===== config.mk =====
export PLATFORM = sky130hd
export DESIGN_NAME = waveform_scheduler
export DESIGN_NICKNAME = d
export VERILOG_FILES = /design/src/rtl/waveform_pkg.sv /design/src/rtl/wave_channel.sv /design/src/rtl/waveform_scheduler.sv
export SDC_FILE = /design/constraint.sdc
export NUM_CORES = 1
export LEC_CHECK = 0
export ABC_CLOCK_PERIOD_IN_PS = 2100
export BUFFER_PORTS_ARGS = -buffer_cell sky130_fd_sc_hd__buf_2
export CORE_AREA = 3 3 65 67
export DETAILED_ROUTE_END_ITERATION = 10
export DIE_AREA = 0 0 68 70
export PLACE_DENSITY = 0.76
export SYNTH_ARGS = -nofsm -noshare
export SYNTH_HDL_FRONTEND = slang
export SYNTH_SLANG_ARGS = --single-unit

===== constraint.sdc =====
create_clock -name clk -period 2.1 [get_ports clk]
set_input_delay 0 -clock clk [delete_from_list [all_inputs] [get_ports clk]]
set_output_delay 0 -clock clk [all_outputs]
set_load 0.05 [all_outputs]

===== src/rtl/waveform_pkg.sv =====
// Shared types for the waveform scheduler: FSM state encoding and the
// per-channel set/clear configuration record.
package waveform_pkg;

  typedef enum logic [1:0] {
    IDLE  = 2'd0,
    RUN   = 2'd1,
    DRAIN = 2'd2
  } state_t;

  // Positions are stored zero-extended to a fixed width so one record type
  // serves any FRAME_LEN up to 2**POS_W cycles.
  localparam int POS_W = 8;

  typedef struct packed {
    logic [POS_W-1:0] set;
    logic [POS_W-1:0] clr;
  } ch_cfg_t;

endpackage


===== src/rtl/wave_channel.sv =====
// One waveform channel: shadow/active configuration pair, commit at frame
// boundaries, and the registered set/clear output rule.
module wave_channel
  import waveform_pkg::*;
#(
  parameter int CW = 3
) (
  input  logic          clk,
  input  logic          rst,
  input  logic          we,
  input  logic [CW-1:0] wr_set,
  input  logic [CW-1:0] wr_clr,
  input  logic          commit,
  input  logic          en,
  input  logic [CW-1:0] cnt,
  output logic          sig
);

  ch_cfg_t          shadow;
  ch_cfg_t          active;
  logic             sig_next;
  logic [POS_W-1:0] cnt_ext;

  // Host writes land in the shadow set only.
  always_ff @(posedge clk or posedge rst) begin
    if (rst) begin
      shadow <= '0;
    end else if (we) begin
      shadow.set <= POS_W'(wr_set);
      shadow.clr <= POS_W'(wr_clr);
    end
  end

  // Active set follows shadow only when a new frame is loaded, so a write
  // in the commit cycle itself waits for the following frame.
  always_ff @(posedge clk or posedge rst) begin
    if (rst) begin
      active <= '0;
    end else if (commit) begin
      active <= shadow;
    end
  end

  // Clear has priority over set; outside an active frame the output is forced low.
  always_comb begin
    cnt_ext  = POS_W'(cnt);
    sig_next = sig;
    if (!en) begin
      sig_next = 1'b0;
    end else if (cnt_ext == active.clr) begin
      sig_next = 1'b0;
    end else if (cnt_ext == active.set) begin
      sig_next = 1'b1;
    end
  end

  // Output flop gives the fixed one-cycle latency after the matching count.
  always_ff @(posedge clk or posedge rst) begin
    if (rst) begin
      sig <= 1'b0;
    end else begin
      sig <= sig_next;
    end
  end

endmodule


===== src/rtl/waveform_scheduler.sv =====
// Multi-channel waveform scheduler: frame FSM (IDLE/RUN/DRAIN), frame
// position counter, configuration write decode and one channel per output.
module waveform_scheduler
  import waveform_pkg::*;
#(
  parameter int NCH       = 3,
  parameter int FRAME_LEN = 8,
  parameter int CW        = $clog2(FRAME_LEN),
  parameter int IW        = (NCH > 1) ? $clog2(NCH) : 1
) (
  input  logic           clk,
  input  logic           rst,
  input  logic           start,
  input  logic           stop,
  input  logic           cfg_we,
  input  logic [IW-1:0]  cfg_ch,
  input  logic [CW-1:0]  cfg_set,
  input  logic [CW-1:0]  cfg_clr,
  output logic [NCH-1:0] sig,
  output logic [CW-1:0]  cnt,
  output logic           frame_start,
  output logic           busy
);

  localparam logic [CW-1:0] LAST = CW'(FRAME_LEN - 1);

  state_t        state;
  state_t        state_next;
  logic [CW-1:0] cnt_next;
  logic          frame_start_next;
  logic          launch;
  logic          wrap;
  logic          commit;
  logic          run_en;

  // Next-state, counter and strobe decode; stop beats start in IDLE.
  always_comb begin
    state_next       = state;
    cnt_next         = cnt;
    launch           = (state == IDLE) && start && !stop;
    wrap             = (state != IDLE) && (cnt == LAST);
    case (state)
      IDLE: begin
        cnt_next = '0;
        if (launch) state_next = RUN;
      end
      RUN: begin
        cnt_next = wrap ? '0 : cnt + CW'(1);
        if (stop) state_next = DRAIN;
      end
      DRAIN: begin
        cnt_next = wrap ? '0 : cnt + CW'(1);
        if (wrap) state_next = IDLE;
      end
      default: begin
        cnt_next   = '0;
        state_next = IDLE;
      end
    endcase
    // Any edge that loads cnt=0 while running commits shadow config; the
    // frame-start pulse is suppressed when that frame will be a drain frame.
    commit           = launch || ((state == RUN) && wrap);
    frame_start_next = launch || ((state == RUN) && wrap && !stop);
    // Channels evaluate only while a frame is in progress and not ending.
    run_en           = (state != IDLE) && (state_next != IDLE);
  end

  // State, counter and frame-start registers.
  always_ff @(posedge clk or posedge rst) begin
    if (rst) begin
      state       <= IDLE;
      cnt         <= '0;
      frame_start <= 1'b0;
    end else begin
      state       <= state_next;
      cnt         <= cnt_next;
      frame_start <= frame_start_next;
    end
  end

  assign busy = (state != IDLE);

  // One channel per output; indices at or above NCH select nothing.
  for (genvar gi = 0; gi < NCH; gi++) begin : g_ch
    wave_channel #(.CW(CW)) u_ch (
      .clk    (clk),
      .rst    (rst),
      .we     (cfg_we && (cfg_ch == IW'(gi))),
      .wr_set (cfg_set),
      .wr_clr (cfg_clr),
      .commit (commit),
      .en     (run_en),
      .cnt    (cnt),
      .sig    (sig[gi])
    );
  end

endmodule

After elaboration in Yosys (flattened, before gate mapping)
Index checks and enable logic that the tools add are counted.
{"block": "totals", "elab_cells": 65, "output_inout_bits": 8, "ff_bits": 45, "input_bits": 13}
{"block": "op_classes", "n_eq_ne": 14, "add_sub_neg": 1, "reduce_logical": 17, "muxes": 15}
{"cell": "== test 3 bit", "count": 6}
{"cell": "logical AND 1 bit", "count": 9}
{"cell": "2-to-1 mux 1 bit", "count": 9}
{"cell": "2-to-1 mux 2 bit", "count": 3}
{"cell": "2-to-1 mux 3 bit", "count": 2}
{"cell": "!= test 3 x 1 -> 1 bit (second input constant)", "count": 2}
{"cell": "case mux 2 bit (3 select lines)", "count": 1}
{"cell": "== test 2 x 1 -> 1 bit (second input constant)", "count": 2}
{"cell": "== test 2 bit (second input constant)", "count": 2}
{"cell": "logical NOT 2 bit", "count": 2}
{"cell": "nonzero test 2 bit", "count": 2}
{"cell": "adder 3 x 1 -> 3 bit (second input constant)", "count": 1}
{"cell": "== test 3 bit (second input constant)", "count": 1}
{"cell": "!= test 3 bit (second input constant)", "count": 1}
{"cell": "logical OR 1 bit", "count": 2}
{"cell": "OR reduction 2 bit", "count": 1}
{"cell": "logical NOT 1 bit", "count": 1}

Depth between registers and ports, before layout
Gate-level depths: netlist (run 1).
{"block": "depth", "ltp_word": 8, "depth_mapped": 7, "mapped_depth_nobuf": 6}

Cells and area by module
A second synthesis (run 1) with hierarchy kept.
{"block": "hier_totals", "hier_cells": 154, "area_unflattened_um2": 2082.0}
{"module": "wave_channel", "instances": 3, "seq_area_each_um2": 325.3, "area_each_um2": 556.8, "cells_each": 37}
{"module": "waveform_scheduler", "instances": 1, "seq_area_each_um2": 150.1, "area_each_um2": 411.6, "cells_each": 43}

Worst setup path after synthesis (run 1)
Ideal clock, no wire load.
{"block": "synth_path", "path_type": "flip-flop to flip-flop", "from": "reg state[0]", "to": "reg g_ch[0].u_ch.active[10] in the netlist's numbering", "required_ns": 1.975, "n_path_buf": 1, "setup_slack_ns": 0.044, "path_stages_with_launch": 8, "setup_time_ns": 0.125, "arrival_time_ns": 1.932, "synth_period_minus_slack_ns": 2.056, "cell_sequence": "dfrtp_1 inv_1 ha_1 inv_1 nand3_1 o21ai_2 buf_6 mux2_2"}
{"block": "synth_via", "elab_chain_cells": 4, "word_cells_on_any_way": 8, "cone_classes": "eq/ne (1); reduce/logical (7)"}
{"element": "start, declared", "line": "waveform_scheduler.sv:27", "text": "state_t state;"}
{"element": "start signal, assigned", "line": "waveform_scheduler.sv:75", "text": "state <= state_next;"}
{"element": "nonzero test 2 bit"}
{"element": "net busy", "line": "waveform_scheduler.sv:22", "text": "output logic busy"}
{"element": "logical AND 1 bit", "line": "waveform_scheduler.sv:41", "text": "wrap = (state != IDLE) && (cnt == LAST);"}
{"element": "logical AND 1 bit", "line": "waveform_scheduler.sv:62", "text": "commit = launch || ((state == RUN) && wrap);"}
{"element": "logical OR 1 bit", "line": "waveform_scheduler.sv:62"}
{"element": "end signal, assigned", "line": "wave_channel.sv:40", "text": "active <= shadow;"}
{"element": "end, declared", "line": "wave_channel.sv:20", "text": "ch_cfg_t active;"}
The timed path passes the listed nets, and every way through them passes these cells.
A chain may end at the register's enable or synchronous reset.

Final worst setup path (run 1)
{"block": "layout_path", "from": "reg state[0]", "to": "reg g_ch[0].u_ch.active[0] in the netlist's numbering"}
{"block": "layout_via", "elab_chain_cells": 4, "word_cells_on_any_way": 8, "cone_classes": "eq/ne (1); reduce/logical (7)"}
{"element": "logical NOT 2 bit or nonzero test 2 bit (tied branches)", "line": "waveform_scheduler.sv:40, waveform_scheduler.sv:41"}
{"element": "logical AND 1 bit (on tied branches)", "line": "waveform_scheduler.sv:40, waveform_scheduler.sv:41"}
{"element": "logical AND 1 bit (on tied branches)", "line": "waveform_scheduler.sv:40, waveform_scheduler.sv:62"}
{"element": "logical OR 1 bit (*)", "line": "waveform_scheduler.sv:62"}
Mark *: on every way between the ends. The rest lies on a longest branch, timed or not.

==> results of run 1 <==
[state kept, by name, indices dropped and copies added (netlist names)]
name              count
cnt                   3
frame_start           1
g_ch.u_ch.active     18
g_ch.u_ch.shadow     18
g_ch.u_ch.sig         3
state                 2
[per-layer routing]
layer  GRT usage [%]  vias up
met5               0        -
met4            7.28        0
met3            5.63       10
met2            30.0       33
li1                -      595
met1            24.8      602
[stage by stage]
stage	setup TNS (ps)	power (W)	setup WS (ps)	util, %
after floorplan	0	0.00229	43.6	-
after global placement	0	0.00246	140	60.0
after detailed placement	-228	0.00256	-25.4	60.0
after CTS	0	0.00309	183	64.7
after global routing	0	0.00327	13.0	64.7
final	0	0.00307	161	64.7
[power breakdown]
part / switching (W) / total [W] / internal [W]
Clock: 0.000261 / 0.000522 / 0.000261
Combinational: 0.000638 / 0.00120 / 0.000561
Sequential: 0.000197 / 0.00135 / 0.00115
Total: 0.00110 / 0.00307 / 0.00197
[cells in the final DEF, fill, tap and decap left out]
| master | n |
|---|---|
| dfrtp_1 | 45 |
| mux2_2 | 36 |
| buf_2 | 20 |
| xnor2_1 | 9 |
| xor2_1 | 9 |
| dlygate4sd3_1 | 8 |
| ha_1 | 7 |
| clkbuf_8 | 6 |
| inv_1 | 5 |
| a21oi_1 | 5 |
| nand2_1 | 3 |
| a31oi_1 | 3 |
| mux2i_1 | 3 |
| nor2_1 | 3 |
| nor3_1 | 3 |
| buf_4 | 3 |
| nand3b_1 | 2 |
| nor4_1 | 2 |
| a211oi_1 | 2 |
| and3_1 | 2 |
| nand3_1 | 1 |
| o21ai_4 | 1 |
| nor3b_2 | 1 |
| and3b_1 | 1 |
| nor2b_1 | 1 |
| nand2b_1 | 1 |
| a21o_1 | 1 |
| nor4_2 | 1 |
| clkbuf_1 | 1 |
[layout make-up]
class	instances	area (µm²)	share of cell area, %
Clock buffer	7	86.3	3.62
Inverter	5	18.8	0.787
Multi-Input combinational cell	97	892	37.4
Tap cell	48	60.1	2.52
Timing Repair Buffer	31	203	8.49
Sequential cell	45	1130	47.2
[worst max-delay path, delay by kind of cell, from the launching register on]
| family | cells | cell delay, ps |
|---|---|---|
| multiplexers | 1 | 410 |
| AND/OR/NAND/NOR | 1 | 180 |
| adder cells (fa/ha/maj) | 1 | 260 |
| AO/OA/AOI/OAI | 1 | 270 |
| buffers and inverters | 2 | 270 |
| flip-flops | 1 | 420 |
[how the worst max path moves through the flow]
| stage | start | to | slack [ps] | cells past startpoint |
|---|---|---|---|---|
| floorplan | state[0] | g_ch[0].u_ch.active[10] | 40 | 7 |
| global route | state[0] | g_ch[0].u_ch.active[0] | 10 | 5 |
| global placement | state[0] | g_ch[0].u_ch.active[10] | 140 | 5 |
| finish | state[0] | g_ch[0].u_ch.active[0] | 160 | 6 |
| CTS | state[0] | g_ch[2].u_ch.active[10] | 180 | 5 |
| detailed placement | state[0] | g_ch[0].u_ch.active[0] | -30 | 5 |
[cells by family (layout without fill, tap and decap cells)]
family,Yosys count,in the layout
and+or+nand+nor,21,21
buffers and inverters,12,43
adders and majority gates,7,7
AOI/OAI and AO/OA,12,12
DFF,45,45
muxes,39,39
xor gates and xnor gates,18,18
[timing repair]
item,in CTS,in global routing
gates resized for setup,1,0
setup endpoints to repair,18,0
hold buffers,8,0
endpoints found under the hold margin,64,0
==> results.md, run 1 <==
- Initial antenna violation count: 0
- Synth Area in Compound Gates: 3.58%
- Tmin final: 1940 ps
- Die Span Y: 70 µm
- Endpoints failing setup: 0
- Crit path cell chain: inv_1, ha_1, inv_1, nand3_1, o21ai_4, mux2_2
- Synthesized area per cell: 13.6 µm²
- Ranking of synthesized cells by area: dfrtp_1, mux2_2, ha_1
- Flop-to-flop setup slack: 160 ps
- Largest net degree at the start of global routing: 46
- Die area: 4760 µm²
- GRT Util Overall: 19.2%
- Syn_nets: 174
- Diode count: 0
- Root Driver: clkbuf_8
- Area share of xor/xnor cells in the synthesized design: 7.52%
- Endpoint class of the critical path: flip-flop
- Clock transition at the registers of the reported paths: 70 ps
- TritonCTS Buffers: 5
- First-pass GRT wire length: 6680 µm
- Max Cap Violations: 0
- Fin. max-slew vios: 0
- Worst R2R Start: state[0]
- Sequential area share after synthesis: 53.7%
- CORE AREA: 3690 µm²
- Post-synth ARST share: 100%
- Unrepaired setup endpoints after global routing: false
- Clk sink count: 45
- Share of cells above drive strength 1: 36.8%
- R2r endpoint: g_ch[0].u_ch.active[0]
- Final hold violation count: 0
- CP Data Arrival Time: 2120 ps
- Gate Count Post-Synth: 154
- Clock Latency Late Sink: 290 ps
- Htree depth: 2
- Clock skew: 4.89 ps
- WL met1: 1670 µm
- Port-buffer cells: 20
- Nets@finish: 205
- R2R depth: 6
- EDFF count, synth: 0
- Top Layer Used: met4
- Fillers: 300
- Power Density: 1290 nW/µm²
- Vias: 1240
- Max_slew headroom: 59.7%
- CTS max path bufs: 2
- Post-synthesis mux area share: 20.8%
- Avg Vias per Cell: 5.32
- Hold path depth: 3
- Syn-to-layout area delta: 13.8%
- Fin crit share: 92.3%
- Min-delay src: start
- Initial DRC count: 104
- Most common cell in the netlist: dfrtp_1
- Die width: 68 µm
- Slew @ Worst Pin: 602 ps
- WHS Endpoint: frame_start
- Worst vdd ir: 777 µV
- Fmax: 516 MHz
- Lkg Pwr: 1.11 nW
- #FFs+latches synth: 45
- Slowest cell delay on critical path: 420 ps
- ANT nets after route: 0
- Synth cell count leaders: dfrtp_1, mux2_2, xnor2_1, xor2_1, ha_1
- Count of boundary I/O pins: 21
- WHS: 56.3 ps
- Met3 wire length: 177 µm
- DRC Markers: 0
- Main synth FF type: dfrtp_1
- Placed cells: 218
- Setup repair bufs after CTS: 0
- Slowest CP cell: dfrtp_1
- Post-Synth Adder-Cell Area: 4.18%
- Main combinational cell family by area after synthesis: multiplexers
- Worst path most repeated cell: inv_1
- Crit-path max FO: 18
- Number of global-route vias before repair: 1338
- Simple-Gate Fraction of Synth Area: 6.15%
- Wire length per cell: 16.6 µm
- CTS tree: yes
- Critical path data required time: 2280 ps
- Share of the synthesized area in the top cell type: 53.7%
- Crit path launch type: flip-flop
- Netlist area before placement: 2100 µm²
- Outcome: finished clean
- Synth unique cells: 26
- GP Congestion: 0.820
- Yosys top cell by area: dfrtp_1
- Final cell count without fillers: 233
- Area after DPL: 2210 µm²
- Worst min-delay path category: input port to flip-flop
- Final Instance Area: 2390 µm²
- WL met2: 1940 µm
- DR pass1 iterations: 4
- Crit path kind: flip-flop to flip-flop
- HPWL Detailed: 2950 µm
- Total Wirelength: 3880 µm
- Rows: 22
- Global route overflow: 0
- Initial core utilization: 56.9%
- Warnings from Yosys: 0
Power figures use the tool's default switching activity.
==> run 2: changes to the inputs <==
--- a/config.mk
+++ b/config.mk
@@ -5,12 +5,11 @@
 export SDC_FILE = /design/constraint.sdc
 export NUM_CORES = 1
 export LEC_CHECK = 0
-export ABC_CLOCK_PERIOD_IN_PS = 2100
+export ABC_CLOCK_PERIOD_IN_PS = 1900
 export BUFFER_PORTS_ARGS = -buffer_cell sky130_fd_sc_hd__buf_2
-export CORE_AREA = 3 3 65 67
+export CORE_AREA = 3 3 82 84
 export DETAILED_ROUTE_END_ITERATION = 10
-export DIE_AREA = 0 0 68 70
-export PLACE_DENSITY = 0.76
+export DIE_AREA = 0 0 85 87
 export SYNTH_ARGS = -nofsm -noshare
 export SYNTH_HDL_FRONTEND = slang
 export SYNTH_SLANG_ARGS = --single-unit
==> constraint.sdc (replaced) <==
create_clock -name clk -period 1.9 [get_ports clk]
set_input_delay 0 -clock clk [delete_from_list [all_inputs] [get_ports clk]]
set_output_delay 0 -clock clk [all_outputs]
set_load 0.05 [all_outputs]
==> run 2 against run 1 <==
Against the previous run: critical path depth did not move; clock skew barely moved; routed wire length fell by 2.9%; register-to-register slack got worse by 60 ps; via count rose by 0.56%; final cell count rose by 13%; die area rose by 55%; sequential cell count did not move; count of clock-buffer cells in the layout fell by 1; maximum frequency rose by 7.8%; critical path type unchanged.
==> results.md, run 2 (same netlist as run 1, synthesis figures left out) <==
- Fmax: 556 MHz (+7.8%)
- First-pass GRT wire length: 6400 µm (-4.2%)
- Internal power: 0.00234 W (+19%)
- Outcome: finished clean
- Crit path launch type: flip-flop
- Clock power share: 21.1% (+4.1 points)
- Worst min-delay path category: input port to flip-flop
- Max_slew headroom: 61.6% (+1.9 points)
- Share of cells above drive strength 1: 39.7% (+2.9 points)
- Max Cap Violations: 0 (unchanged)
- Clock Latency Late Sink: 290 ps (about the same)
- Root Driver: clkbuf_8
- GRT Util Overall: 11.3% (-7.9 points)
- Min-delay src: start
- DRC Markers: 0 (unchanged)
- Initial DRC count: 58 (-44%)
- Largest regs: g_ch.u_ch.active (18), g_ch.u_ch.shadow (18)
- DR pass1 iterations: 4 (unchanged)
- Clock skew: 5.06 ps (+0.174 ps)
- Combinational power share: 37.3% (-1.7 points)
- Commonest cells after routing, fill and taps aside: dfrtp_1, mux2_2, buf_2
- Most common cell after layout, fill and taps aside: dfrtp_1
- WHS Endpoint: state[1]
- Critical path data required time: 2080 ps (-200 ps)
- Total Wirelength: 3770 µm (-2.9%)
- Count of boundary I/O pins: 21 (unchanged)
- Fin. max-slew vios: 0 (unchanged)
- CTS tree: yes
- Die width: 85 µm (+25%)
- Total power draw: 0.00356 W (+16%)
- Initial antenna violation count: 0 (unchanged)
- Final cell count without fillers: 264 (+13%)
- Number of global-route vias before repair: 1257 (-6.1%)
- Largest net degree at the start of global routing: 46 (unchanged)
- Lkg Pwr: 1.13 nW (+1.7%)
- Final hold violation count: 0 (unchanged)
- ANT nets after route: 0 (unchanged)
- Wire length per cell: 14.3 µm (-14%)
- Post-CTS Resized: 0 (-1)
- Port-buffer cells: 20 (unchanged)
- Flop-to-flop setup slack: 100 ps (-60 ps)
- Tmin final: 1800 ps (-141 ps)
- Diode count: 0 (unchanged)
- Die area: 7400 µm² (+55%)
- Syn-to-layout area delta: 18.7%
- R2R depth: 6 (unchanged)
- Placed cells: 247 (+13%)
- Htree depth: 2 (unchanged)
- Clk sink count: 45 (unchanged)
- Reg power frac: 41.5% (-2.5 points)
- Fin crit share: 94.6% (+2.3 points)
- Crit-path max FO: 5 (-13)
- Unrepaired setup endpoints after global routing: false
- Worst R2R Start: state[0]
- Endpoints failing setup: 0 (unchanged)
- CP Data Arrival Time: 1980 ps (-140 ps)
- Setup tns final: 0 ps (unchanged)
- GP Congestion: 0.757 (-7.8%)
- Slew @ Worst Pin: 574 ps (-28.1 ps)
- HPWL Detailed: 2740 µm (-7.0%)
- Psw: 0.00122 W (+11%)
- Initial core utilization: 35.0% (-22 points)
- Die Span Y: 87 µm (+24%)
- Vias: 1247 (+0.56%)
- Rows: 28 (+27%)
- Sw Ratio: 34.2% (-1.5 points)
- CTS max path bufs: 2 (unchanged)
- Worst vdd ir: 648 µV (-17%)
- TritonCTS Buffers: 5 (unchanged)
- WHS: 126 ps (+69.6 ps)
- Crit path kind: flip-flop to flip-flop
- Pre-CTS setup slack: 172 ps (+198 ps)
- Hold path depth: 3 (unchanged)
- Fin worst setup slack: 102 ps (-59.1 ps)
- Nets@finish: 208 (+1.5%)
- Global route overflow: 0 (unchanged)
- Avg Vias per Cell: 4.72 (-11%)
- Power Density: 1430 nW/µm² (+11%)
- Endpoint class of the critical path: flip-flop
- CORE AREA: 5990 µm² (+62%)
- R2r endpoint: frame_start
- Clock transition at the registers of the reported paths: 80 ps (about the same)
==> run 2: cell types whose count changed in the layout (fill, tap and decap cells not counted) <==
cell / change
clkinvlp_4: +2
dfrtp_1: -2
dfrtp_2: +2
inv_1: -2
buf_12: +1
buf_4: +1
bufinv_16: +1
clkbuf_1: -1
clkinv_1: +1
dlygate4sd3_1: +1
o21ai_2: +1
o21ai_4: -1
==> run 2: how the worst max path moves through the flow <==
stage,endpoint,start,cells past startpoint
6_report,frame_start,state[0],6
5_1_grt,frame_start,state[0],6
4_1_cts,frame_start,state[0],6
3_5_place_dp,g_ch[2].u_ch.active[10],state[0],7
3_3_place_gp,g_ch[2].u_ch.active[0],state[0],7
2_1_floorplan,g_ch[0].u_ch.active[10],state[0],7
==> run 2: final cells by class <==
class | instances | area [µm²]
Sequential cell | 45 | 1130
Tap cell | 75 | 93.8
Multi-Input combinational cell | 97 | 885
Fill cell | 577 | 3500
Clock inverter | 2 | 37.5
Inverter | 5 | 22.5
Timing Repair Buffer | 34 | 240
Clock buffer | 6 | 82.6
==> run 2: stage by stage <==
step                area [µm²]  utilization [%]
finish                    2490             41.6
global route              2490             41.6
CTS                       2490             41.6
detailed placement        2280             38.1
global placement          2280             38.1
floorplan                 2100                -
==> run 2: layer usage <==
metal / part of all wire, % / vias up / GRT usage [%]
met4: 0.37 / 0 / 3.45
met1: 49 / 618 / 15.4
met5: 0 / - / 0
li1: - / 606 / -
met2: 46 / 21 / 17.2
met3: 4.0 / 2 / 3.78
==> run 2: worst max-delay path, cell delays in order (launching register included) <==
cell and delay [ps]:
dfrtp_1 430, inv_1 120, ha_1 250, clkinvlp_4 150
nand3_1 120, a21oi_1 80, dlygate4sd3_1 540
==> run 2: repair_timing <==
| item | CTS | global route |
|---|---|---|
| setup buffers | 0 | 0 |
| hold buffers | 9 | 0 |
| endpoints found under the setup margin | 0 | 0 |
| endpoints found under the hold margin | 64 | 0 |
==> run 2: power by group through the flow <==
| stage | combinational, W | clock, W | sequential [W] |
|---|---|---|---|
| 6_report | 0.00133 | 0.000753 | 0.00148 |
| 3_5_place_dp | 0.00133 | 0 | 0.00150 |
| 3_3_place_gp | 0.00131 | 0 | 0.00149 |
| 2_1_floorplan | 0.00101 | 0 | 0.00154 |
| 5_1_grt | 0.00148 | 0.000829 | 0.00152 |
| 4_1_cts | 0.00135 | 0.000782 | 0.00148 |
